## config.mk

```make
export PLATFORM = sky130hd
export DESIGN_NAME = otl_bus_arbiter
export DESIGN_NICKNAME = d
export VERILOG_FILES = /design/src/rtl/otl_bus_arbiter_pkg.sv /design/src/rtl/otl_bus_arbiter_rr_pick.sv /design/src/rtl/otl_bus_arbiter.sv
export SDC_FILE = /design/constraint.sdc
export NUM_CORES = 1
export LEC_CHECK = 0
export CAP_MARGIN = 20
export CORE_AREA = 2 2 143 145
export DETAILED_ROUTE_END_ITERATION = 12
export DIE_AREA = 0 0 145 147
export PLACE_DENSITY = 0.75
export SYNTH_ARGS = -nofsm -noshare
export SYNTH_HDL_FRONTEND = slang
export SYNTH_SLANG_ARGS = --single-unit
```

## constraint.sdc

```tcl
create_clock -name clk -period 6.18 [get_ports clk]
set_clock_uncertainty 0.2 [all_clocks]
set_input_delay 1.236 -clock clk [delete_from_list [all_inputs] [get_ports clk]]
set_output_delay 1.236 -clock clk [all_outputs]
set_load 0.01 [all_outputs]
```

## src/rtl/otl_bus_arbiter_pkg.sv

```systemverilog
// Shared types and constants for the core register-bus arbiter: FSM state encoding,
// timeout error read-data pattern, core address map and the round-robin pointer helper.
`ifndef OTL_ARB_ERR_DATA
`define OTL_ARB_ERR_DATA 32'hDEAD_BEEF
`endif

package otl_bus_arbiter_pkg;

    typedef enum logic [1:0] {
        OTL_ARB_IDLE = 2'd0,
        OTL_ARB_WR   = 2'd1,
        OTL_ARB_RD   = 2'd2
    } arb_state_e;

    localparam logic [31:0] ARB_ERR_DATA = `OTL_ARB_ERR_DATA;

    // Core address map seen by the downstream decoder.
    localparam logic [31:0] OTL_ADC_BASE = 32'h0000_1000;
    localparam logic [31:0] OTL_DAC_BASE = 32'h0000_2000;
    localparam logic [31:0] OTL_TRX_BASE = 32'h0000_3000;

    function automatic int unsigned rr_next(input int unsigned idx, input int unsigned n);
        if (idx + 32'd1 >= n) begin
            return 32'd0;
        end else begin
            return idx + 32'd1;
        end
    endfunction

endpackage

```

## src/rtl/otl_bus_arbiter_rr_pick.sv

```systemverilog
// Combinational round-robin picker: scans the request vector upward from the pointer,
// wrapping at NREQ-1, and returns the first requester as one-hot and as an index.
module otl_bus_arbiter_rr_pick
    import otl_bus_arbiter_pkg::*;
#(
    parameter int NREQ = 2,
    parameter int IDXW = 1
) (
    input  logic [NREQ-1:0] req,
    input  logic [IDXW-1:0] ptr,
    output logic [NREQ-1:0] pick_onehot,
    output logic [IDXW-1:0] pick_idx,
    output logic            pick_any
);

    logic [IDXW:0] cand_s;

    // Priority scan starting at the pointer; first hit wins.
    always_comb begin
        pick_onehot = '0;
        pick_idx    = '0;
        pick_any    = 1'b0;
        cand_s      = '0;
        for (int k = 0; k < NREQ; k++) begin
            cand_s = {1'b0, ptr} + (IDXW+1)'(k);
            if (cand_s >= (IDXW+1)'(NREQ)) begin
                cand_s = cand_s - (IDXW+1)'(NREQ);
            end else begin
                cand_s = cand_s;
            end
            if (!pick_any && req[cand_s[IDXW-1:0]]) begin
                pick_any                        = 1'b1;
                pick_idx                        = cand_s[IDXW-1:0];
                pick_onehot[cand_s[IDXW-1:0]]   = 1'b1;
            end else begin
                pick_any = pick_any;
            end
        end
    end

endmodule

```

## src/rtl/otl_bus_arbiter.sv

```systemverilog
// Round-robin arbiter sharing the core register bus between NREQ requesters, one
// transaction in flight. Optional slave timeout enabled by defining OTL_ARB_TIMEOUT_EN.
module otl_bus_arbiter
    import otl_bus_arbiter_pkg::*;
#(
    parameter int NREQ    = 2,
    parameter int ADDRW   = 32,
    parameter int DATAW   = 32,
    parameter int TIMEOUT = 256
) (
    input  logic                   clk,
    input  logic                   rst_n,
    input  logic [NREQ-1:0]        req_wrvalid,
    input  logic [NREQ*ADDRW-1:0]  req_wraddr,
    input  logic [NREQ*DATAW-1:0]  req_wrdata,
    output logic [NREQ-1:0]        req_wrready,
    input  logic [NREQ-1:0]        req_rdvalid,
    input  logic [NREQ*ADDRW-1:0]  req_rdaddr,
    output logic [NREQ-1:0]        req_rdack,
    output logic [DATAW-1:0]       req_rddata,
    output logic [DATAW-1:0]       m_wrdata,
    output logic [ADDRW-1:0]       m_wraddr,
    output logic                   m_wrvalid,
    input  logic                   m_wrready,
    output logic [ADDRW-1:0]       m_rdaddr,
    output logic                   m_rdready,
    input  logic [DATAW-1:0]       m_rddata,
    input  logic                   m_rdvalid,
    output logic [NREQ-1:0]        grant,
    output logic                   busy,
    output logic                   timeout_err
);

    localparam int IDXW = (NREQ > 1) ? $clog2(NREQ) : 1;

    arb_state_e        state_r;
    arb_state_e        state_nx_s;
    logic [IDXW-1:0]   ptr_r;
    logic [IDXW-1:0]   gidx_r;
    logic [NREQ-1:0]   grant_r;
    logic [ADDRW-1:0]  wraddr_r;
    logic [ADDRW-1:0]  rdaddr_r;
    logic [DATAW-1:0]  wrdata_r;
    logic              wrvalid_r;
    logic              rdready_r;
    logic              busy_r;
    logic [NREQ-1:0]   req_any_s;
    logic [NREQ-1:0]   pick_onehot_s;
    logic [IDXW-1:0]   pick_idx_s;
    logic              pick_any_s;
    logic              done_s;
    logic              to_hit_s;

    assign req_any_s = req_wrvalid | req_rdvalid;

    otl_bus_arbiter_rr_pick #(
        .NREQ (NREQ),
        .IDXW (IDXW)
    ) u_rr_pick (
        .req         (req_any_s),
        .ptr         (ptr_r),
        .pick_onehot (pick_onehot_s),
        .pick_idx    (pick_idx_s),
        .pick_any    (pick_any_s)
    );

`ifdef OTL_ARB_TIMEOUT_EN
    localparam int CNTW = $clog2(TIMEOUT + 1);
    logic [CNTW-1:0] cnt_r;

    // Slave wait counter: zero in the first granted cycle, counts while granted.
    always_ff @(posedge clk or negedge rst_n) begin
        if (!rst_n) begin
            cnt_r <= '0;
        end else if (state_r == OTL_ARB_IDLE) begin
            cnt_r <= '0;
        end else begin
            cnt_r <= cnt_r + CNTW'(1);
        end
    end

    assign to_hit_s = (state_r != OTL_ARB_IDLE) && (cnt_r == CNTW'(TIMEOUT - 1));
`else
    assign to_hit_s = 1'b0;
`endif

    // State register.
    always_ff @(posedge clk or negedge rst_n) begin
        if (!rst_n) begin
            state_r <= OTL_ARB_IDLE;
        end else begin
            state_r <= state_nx_s;
        end
    end

    // Next-state: write wins over read for the same requester; mandatory IDLE between grants.
    always_comb begin
        state_nx_s = state_r;
        case (state_r)
            OTL_ARB_IDLE: begin
                if (pick_any_s) begin
                    if (req_wrvalid[pick_idx_s]) begin
                        state_nx_s = OTL_ARB_WR;
                    end else begin
                        state_nx_s = OTL_ARB_RD;
                    end
                end else begin
                    state_nx_s = OTL_ARB_IDLE;
                end
            end
            OTL_ARB_WR,
            OTL_ARB_RD: state_nx_s = done_s ? OTL_ARB_IDLE : state_r;
            default:    state_nx_s = OTL_ARB_IDLE;
        endcase
    end

    // Requester handshake outputs; a slave handshake in the same cycle beats the timeout.
    always_comb begin
        req_wrready = '0;
        req_rdack   = '0;
        req_rddata  = '0;
        timeout_err = 1'b0;
        done_s      = 1'b0;
        case (state_r)
            OTL_ARB_WR: begin
                if (m_wrready) begin
                    req_wrready[gidx_r] = 1'b1;
                    done_s              = 1'b1;
                end else if (to_hit_s) begin
                    req_wrready[gidx_r] = 1'b1;
                    timeout_err         = 1'b1;
                    done_s              = 1'b1;
                end else begin
                    done_s = 1'b0;
                end
            end
            OTL_ARB_RD: begin
                if (m_rdvalid) begin
                    req_rdack[gidx_r] = 1'b1;
                    req_rddata        = m_rddata;
                    done_s            = 1'b1;
                end else if (to_hit_s) begin
                    req_rdack[gidx_r] = 1'b1;
                    req_rddata        = DATAW'(ARB_ERR_DATA);
                    timeout_err       = 1'b1;
                    done_s            = 1'b1;
                end else begin
                    done_s = 1'b0;
                end
            end
            default: begin
                done_s = 1'b0;
            end
        endcase
    end

    // Grant capture, bus-side registered outputs and round-robin pointer update.
    always_ff @(posedge clk or negedge rst_n) begin
        if (!rst_n) begin
            ptr_r     <= '0;
            gidx_r    <= '0;
            grant_r   <= '0;
            wraddr_r  <= '0;
            rdaddr_r  <= '0;
            wrdata_r  <= '0;
            wrvalid_r <= 1'b0;
            rdready_r <= 1'b0;
            busy_r    <= 1'b0;
        end else begin
            wrvalid_r <= (state_nx_s == OTL_ARB_WR);
            rdready_r <= (state_nx_s == OTL_ARB_RD);
            busy_r    <= (state_nx_s != OTL_ARB_IDLE);
            if ((state_r == OTL_ARB_IDLE) && pick_any_s) begin
                gidx_r  <= pick_idx_s;
                grant_r <= pick_onehot_s;
                if (req_wrvalid[pick_idx_s]) begin
                    wraddr_r <= req_wraddr[pick_idx_s*ADDRW +: ADDRW];
                    wrdata_r <= req_wrdata[pick_idx_s*DATAW +: DATAW];
                end else begin
                    rdaddr_r <= req_rdaddr[pick_idx_s*ADDRW +: ADDRW];
                end
            end else if (done_s) begin
                grant_r <= '0;
                ptr_r   <= IDXW'(rr_next(32'(gidx_r), 32'(NREQ)));
            end else begin
                grant_r <= grant_r;
            end
        end
    end

    assign m_wrvalid = wrvalid_r;
    assign m_rdready = rdready_r;
    assign m_wraddr  = wraddr_r;
    assign m_wrdata  = wrdata_r;
    assign m_rdaddr  = rdaddr_r;
    assign grant     = grant_r;
    assign busy      = busy_r;

endmodule
```

* Word-level counts from Yosys, hierarchy flattened *
Index checks and enable logic that the tools add are counted.

cells by class
  add/sub/neg operators = 4
  magnitude comparators = 10
  eq/ne operators = 4
  shift operators = 3
  muxes and demuxes = 36
  bitwise logic cells = 4
  reduce and logical (&&, ||, !) cells = 13

operators with widths
  operator               count
  $shiftx A64 B7 Y32     3
  $mux W32               2
  $mux W2                11
  $mux W1                18
  $lt A1 B2 Y1 const B   4
  $reduce_and A2 Y1      3
  $logic_and A1 B1 Y1    5
  $add A1 B1 Y2 const B  2
  $eq A2 B1 Y1 const B   2
  $eq A2 B2 Y1 const B   2
  $ge A2 B2 Y1 const B   2
  $or A2 B2 Y2           2
  $pmux W2 S2            1
  $reduce_bool A2 Y1     2
  $demux W1 S1           3
  $ge A1 B1 Y1 const B   3
  $ge A1 B2 Y1 const B   1
  $logic_not A2 Y1       1
  $not A1 Y1             2
  $pmux W1 S2            1
  $reduce_or A2 Y1       1
  $sub A1 B1 Y1 const B  2
  $logic_not A1 Y1       1

storage, ports and cells
  register bits = 105
  input port bits = 232
  output and inout bits = 138
  word-level logic and storage cells = 84

* Longest topological paths before layout *
  word-level depth = 14
  gate-level depth with buffers = 9

* Hierarchy *
From an unflattened synthesis, not the netlist that was laid out.

second synthesis, totals
  cells, all modules = 482
  area total of the unflattened synthesis = 5447.7 um^2

by module, submodules not included
  module                   instances  cells each  area each (um^2)  seq. area each (um^2)
  otl_bus_arbiter          1          477         5415.2            2627.5
  otl_bus_arbiter_rr_pick  1          5           32.5              0.0

* Worst setup path before layout *
Ideal clock, no wire load.

  path type = input -> output
  from = input port m_rdvalid
  to = output port req_rdack[0]
  data arrival time = 1.646 ns
  data required time = 4.744 ns
  slack = 3.098 ns
  stages on the path = 3
  buffers on the path = 1
  cell sequence = clkbuf_1 nand2_1 nor2_1

on the way
  word-level cells in the longest chain between the ends = 2

RTL lines
  item         line                    source
  from (decl)  otl_bus_arbiter.sv:28   input logic m_rdvalid,
  $mux W2      otl_bus_arbiter.sv:138  if (m_rdvalid) begin
  $mux W2      otl_bus_arbiter.sv:124  case (state_r)
  to (decl)    otl_bus_arbiter.sv:19   output logic [NREQ-1:0] req_rdack,

No other way between the ends.

* Final worst setup path *
  from = input port m_rdvalid
  to = output port req_rddata[15]

on the way
  word-level cells in the longest chain between the ends = 2

RTL lines
  item       line                    source
  $mux W32   otl_bus_arbiter.sv:138
  $mux W32   otl_bus_arbiter.sv:124
  to (decl)  otl_bus_arbiter.sv:20   output logic [DATAW-1:0] req_rddata,

No other way between the ends.

==> impl_metrics.yaml <==
outcome:
  status: "finished, final reports clean"
logic_synthesis:
  synth_xor_area_frac: 0
  synth_top_area_cell: "dfrtp_1"
  yosys.area_share.simple: 0.135
  yosysTopAreaCellShare: 0.506
  syn_nets: 748
  synth_area_leaders: "dfrtp_1, mux2i_1, nand2_1"
  synthArstFlopShare: 1.00
  synth_top_family_by_area: "multiplexers"
  synth-main-ff-cell: "dfrtp_1"
  syn_area_per_cell_um2: 10.1
  yosys.cell_count.top_type: "dfrtp_1"
  muxShareOfSynthArea: 0.187
  netlist-cell-type-count: 34
  ys_ff_latch: 105
  synth_area_um2: 5190
  synth_edf_count: 0
  syn_inst: 512
  yosysSeqAreaShare: 0.506
  synthAdderAreaFrac: 0.00964
  synth-compound-area-share: 0.114
  netlist_top_cells_count: "dfrtp_1, nand2_1, mux2i_1"
  ys.warnings.count: 0
worst_hold_path:
  hold_start: "m_wraddr[4]"
  hold_path_end: "m_wraddr[4]"
  holdPathStages: 2
  hold_path.class: "reg -> reg"
place:
  pre_cts_slack_ns: 1.66
  dpl.hpwl_um: 13900
  place_congestion: 0.799
  placed_area_um2: 9060
  dp.cells: 1114
  port_buffers: 368
critical_path:
  worstPathMaxFanout: 36
  cp.required_ns: 4.74
  path_delay_family: "buffers and inverters"
  path_class: "in -> out"
  rrSetupSlack_ns: 3.64
  end_kind: "output pin"
  reg2reg_to: "m_wrvalid"
  crit_path_max_incr_delay_ns: 1.03
  critPathLaunchType: "input pin"
  r2r_start: "state_r[0]"
  crit_top_cell: "clkdlybuf4s50_1"
  path_cells: "clkdlybuf4s50_1 > and3_1 > clkdlybuf4s50_1"
  critPathBufInv: 2
  cp.arrival_ns: 3.11
  cp_slowest_cell: "clkdlybuf4s50_1"
  reg2regPathDepth: 7
routing:
  vias: 5007
  detail_route.iter0.violations: 136
  drtAntennaViolNets: 0
  via_per_inst: 4.43
  wl_um: 17500
  post_drt_wl_per_cell_um: 15.5
  drc: 0
  first_pass_iters: 4
die:
  rows: 52
  pin_count: 370
  die_w_um: 145
  dieArea_um2: 21300
  start_util: 0.262
  core_um2: 19800
  dieHeight_um: 147
clock_tree:
  clock_path_buffers: 2
  cts_hold_buf: 0
  htree_levels: 3
  post_cts.repair.setup_buffers: 0
  ctsResizeCount: 0
  cts_tree: "yes"
  clk_latency_ns: 0.35
  cts_buffers: 9
  path_clk_slew_ns: 0.08
  numClockSinks: 105
  cts_root_buf: "clkbuf_16"
global_routing:
  antenna_found_initial: 2
  met2_usage: 0.269
  grt_usage: 0.164
  grt_pass1_wl_um: 27700
  groute.layer.met3.usage: 0.0708
  grt_busiest_layer: "met2"
  grt_pass1_vias: 4972
  met1_usage: 0.198
  grt_start_max_net_pins: 115
  overflow: 0
final_layout:
  seq_area_um2: 2630
  design_area_um2: 9350
  syn_to_final_growth_pct: 80.1
  nets: 1091
  fin_cells: 1131
  fillCellCount: 1864
  multi_input_area_um2: 2350
  drive_above_1_share: 0.0302
timing:
  relSlewSlack: 0.413
  setup_ws_ns: 1.63
  finalHoldViolations: 0
  rsz0062_at_grt: "false"
  final.setup.tns_ns: 0
  period_needed_ns: 4.55
  drv_slew: 0
  setup_viol: 0
  fmax_mhz: 220
  tightest_slew_ns: 0.881
  min_period_over_period: 0.736
pwr:
  seqPwrFrac: 0.326
  p_leak_nw: 4.09
  ir_drop_mv: 0.210
  p_comb_frac: 0.522
  switching_share: 0.365
  p_sw_mw: 1.35
  power.density_nw_per_um2: 397
  power_mw: 3.71
  internal-power_mw: 2.35
  p_clk_frac: 0.153
run:
  cap_violations: 0
[sequential cells by signal, indices dropped and copies added, names as in the netlist]
| signal | count |
|---|---|
| busy | 1 |
| m_rdready | 1 |
| gidx_r | 1 |
| m_wrdata | 32 |
| m_wrvalid | 1 |
| grant | 2 |
| ptr_r | 1 |
| m_wraddr | 32 |
| m_rdaddr | 32 |
| state_r | 2 |
[worst min-delay path: cells and delay by family (launching register included)]
family | cells | cell delay (ns)
flops | 1 | 0.34
compound gates | 1 | 0.06
simple gates | 1 | 0.04
[kinds of logic (layout without fill, tap and decap cells)]
family                   after synthesis  in the layout
buffers and inverters                 43            391
multiplexers                          97             97
AND/OR/NAND/NOR                      152            152
AO/OA/AOI/OAI                        110            110
other                                  1              2
flip-flops                           105            105
adder cells (fa/ha/maj)                4              4
[metal layers]
layer | routed length [µm] | vias up
met3 | 1780 | 18
met2 | 8350 | 232
met1 | 7070 | 2290
met4 | 307 | 0
met5 | 0 | -
li1 | - | 2467
[layout by cell type (no fill, tap or decap), types with 3 or more instances in the layout]
master	instances
clkbuf_16	9
mux2i_1	97
o21ai_0	56
clkdlybuf4s50_1	367
ha_1	4
nand2_1	101
o21ai_1	40
inv_6	3
and3_1	34
inv_1	3
nor2_1	5
buf_4	3
nand3_1	3
dfrtp_1	105
[stage by stage]
step,hold slack (ns),utilization
6_report,0.278,0.471
5_1_grt,0.307,0.471
4_1_cts,0.286,0.471
3_5_place_dp,0.269,0.457
3_3_place_gp,0.260,0.457
2_1_floorplan,0.296,-
[power groups by stage]
stage / clock (mW) / sequential, mW / combinational (mW)
floorplan: 0 / 1.35 / 0.793
global placement: 0 / 1.21 / 1.94
detailed placement: 0 / 1.22 / 1.96
CTS: 0.589 / 1.21 / 1.97
global route: 0.619 / 1.25 / 2.12
finish: 0.567 / 1.21 / 1.93
[area by class of cell]
class                   count  share of cell area
diodes                      1            0.000268
clock buffers              10              0.0256
well taps                 270              0.0361
clock inverters             6             0.00508
flip-flops and latches    105               0.281
repair buffers            372               0.400
inverters                   3             0.00120
multi-input cells         364               0.251
[worst max path at each step]
stage	depth (start not counted)	end	slack, ns	start
6_report	3	req_rddata[15]	1.63	m_rdvalid
5_1_grt	4	req_rdack[0]	1.51	m_rdvalid
4_1_cts	3	req_rddata[15]	1.66	m_rdvalid
3_5_place_dp	3	req_rddata[15]	1.66	m_rdvalid
3_3_place_gp	3	req_rddata[29]	1.74	m_rdvalid
2_1_floorplan	3	req_rdack[0]	3.10	m_rdvalid
Note: power is estimated with default switching activity, not from simulation.
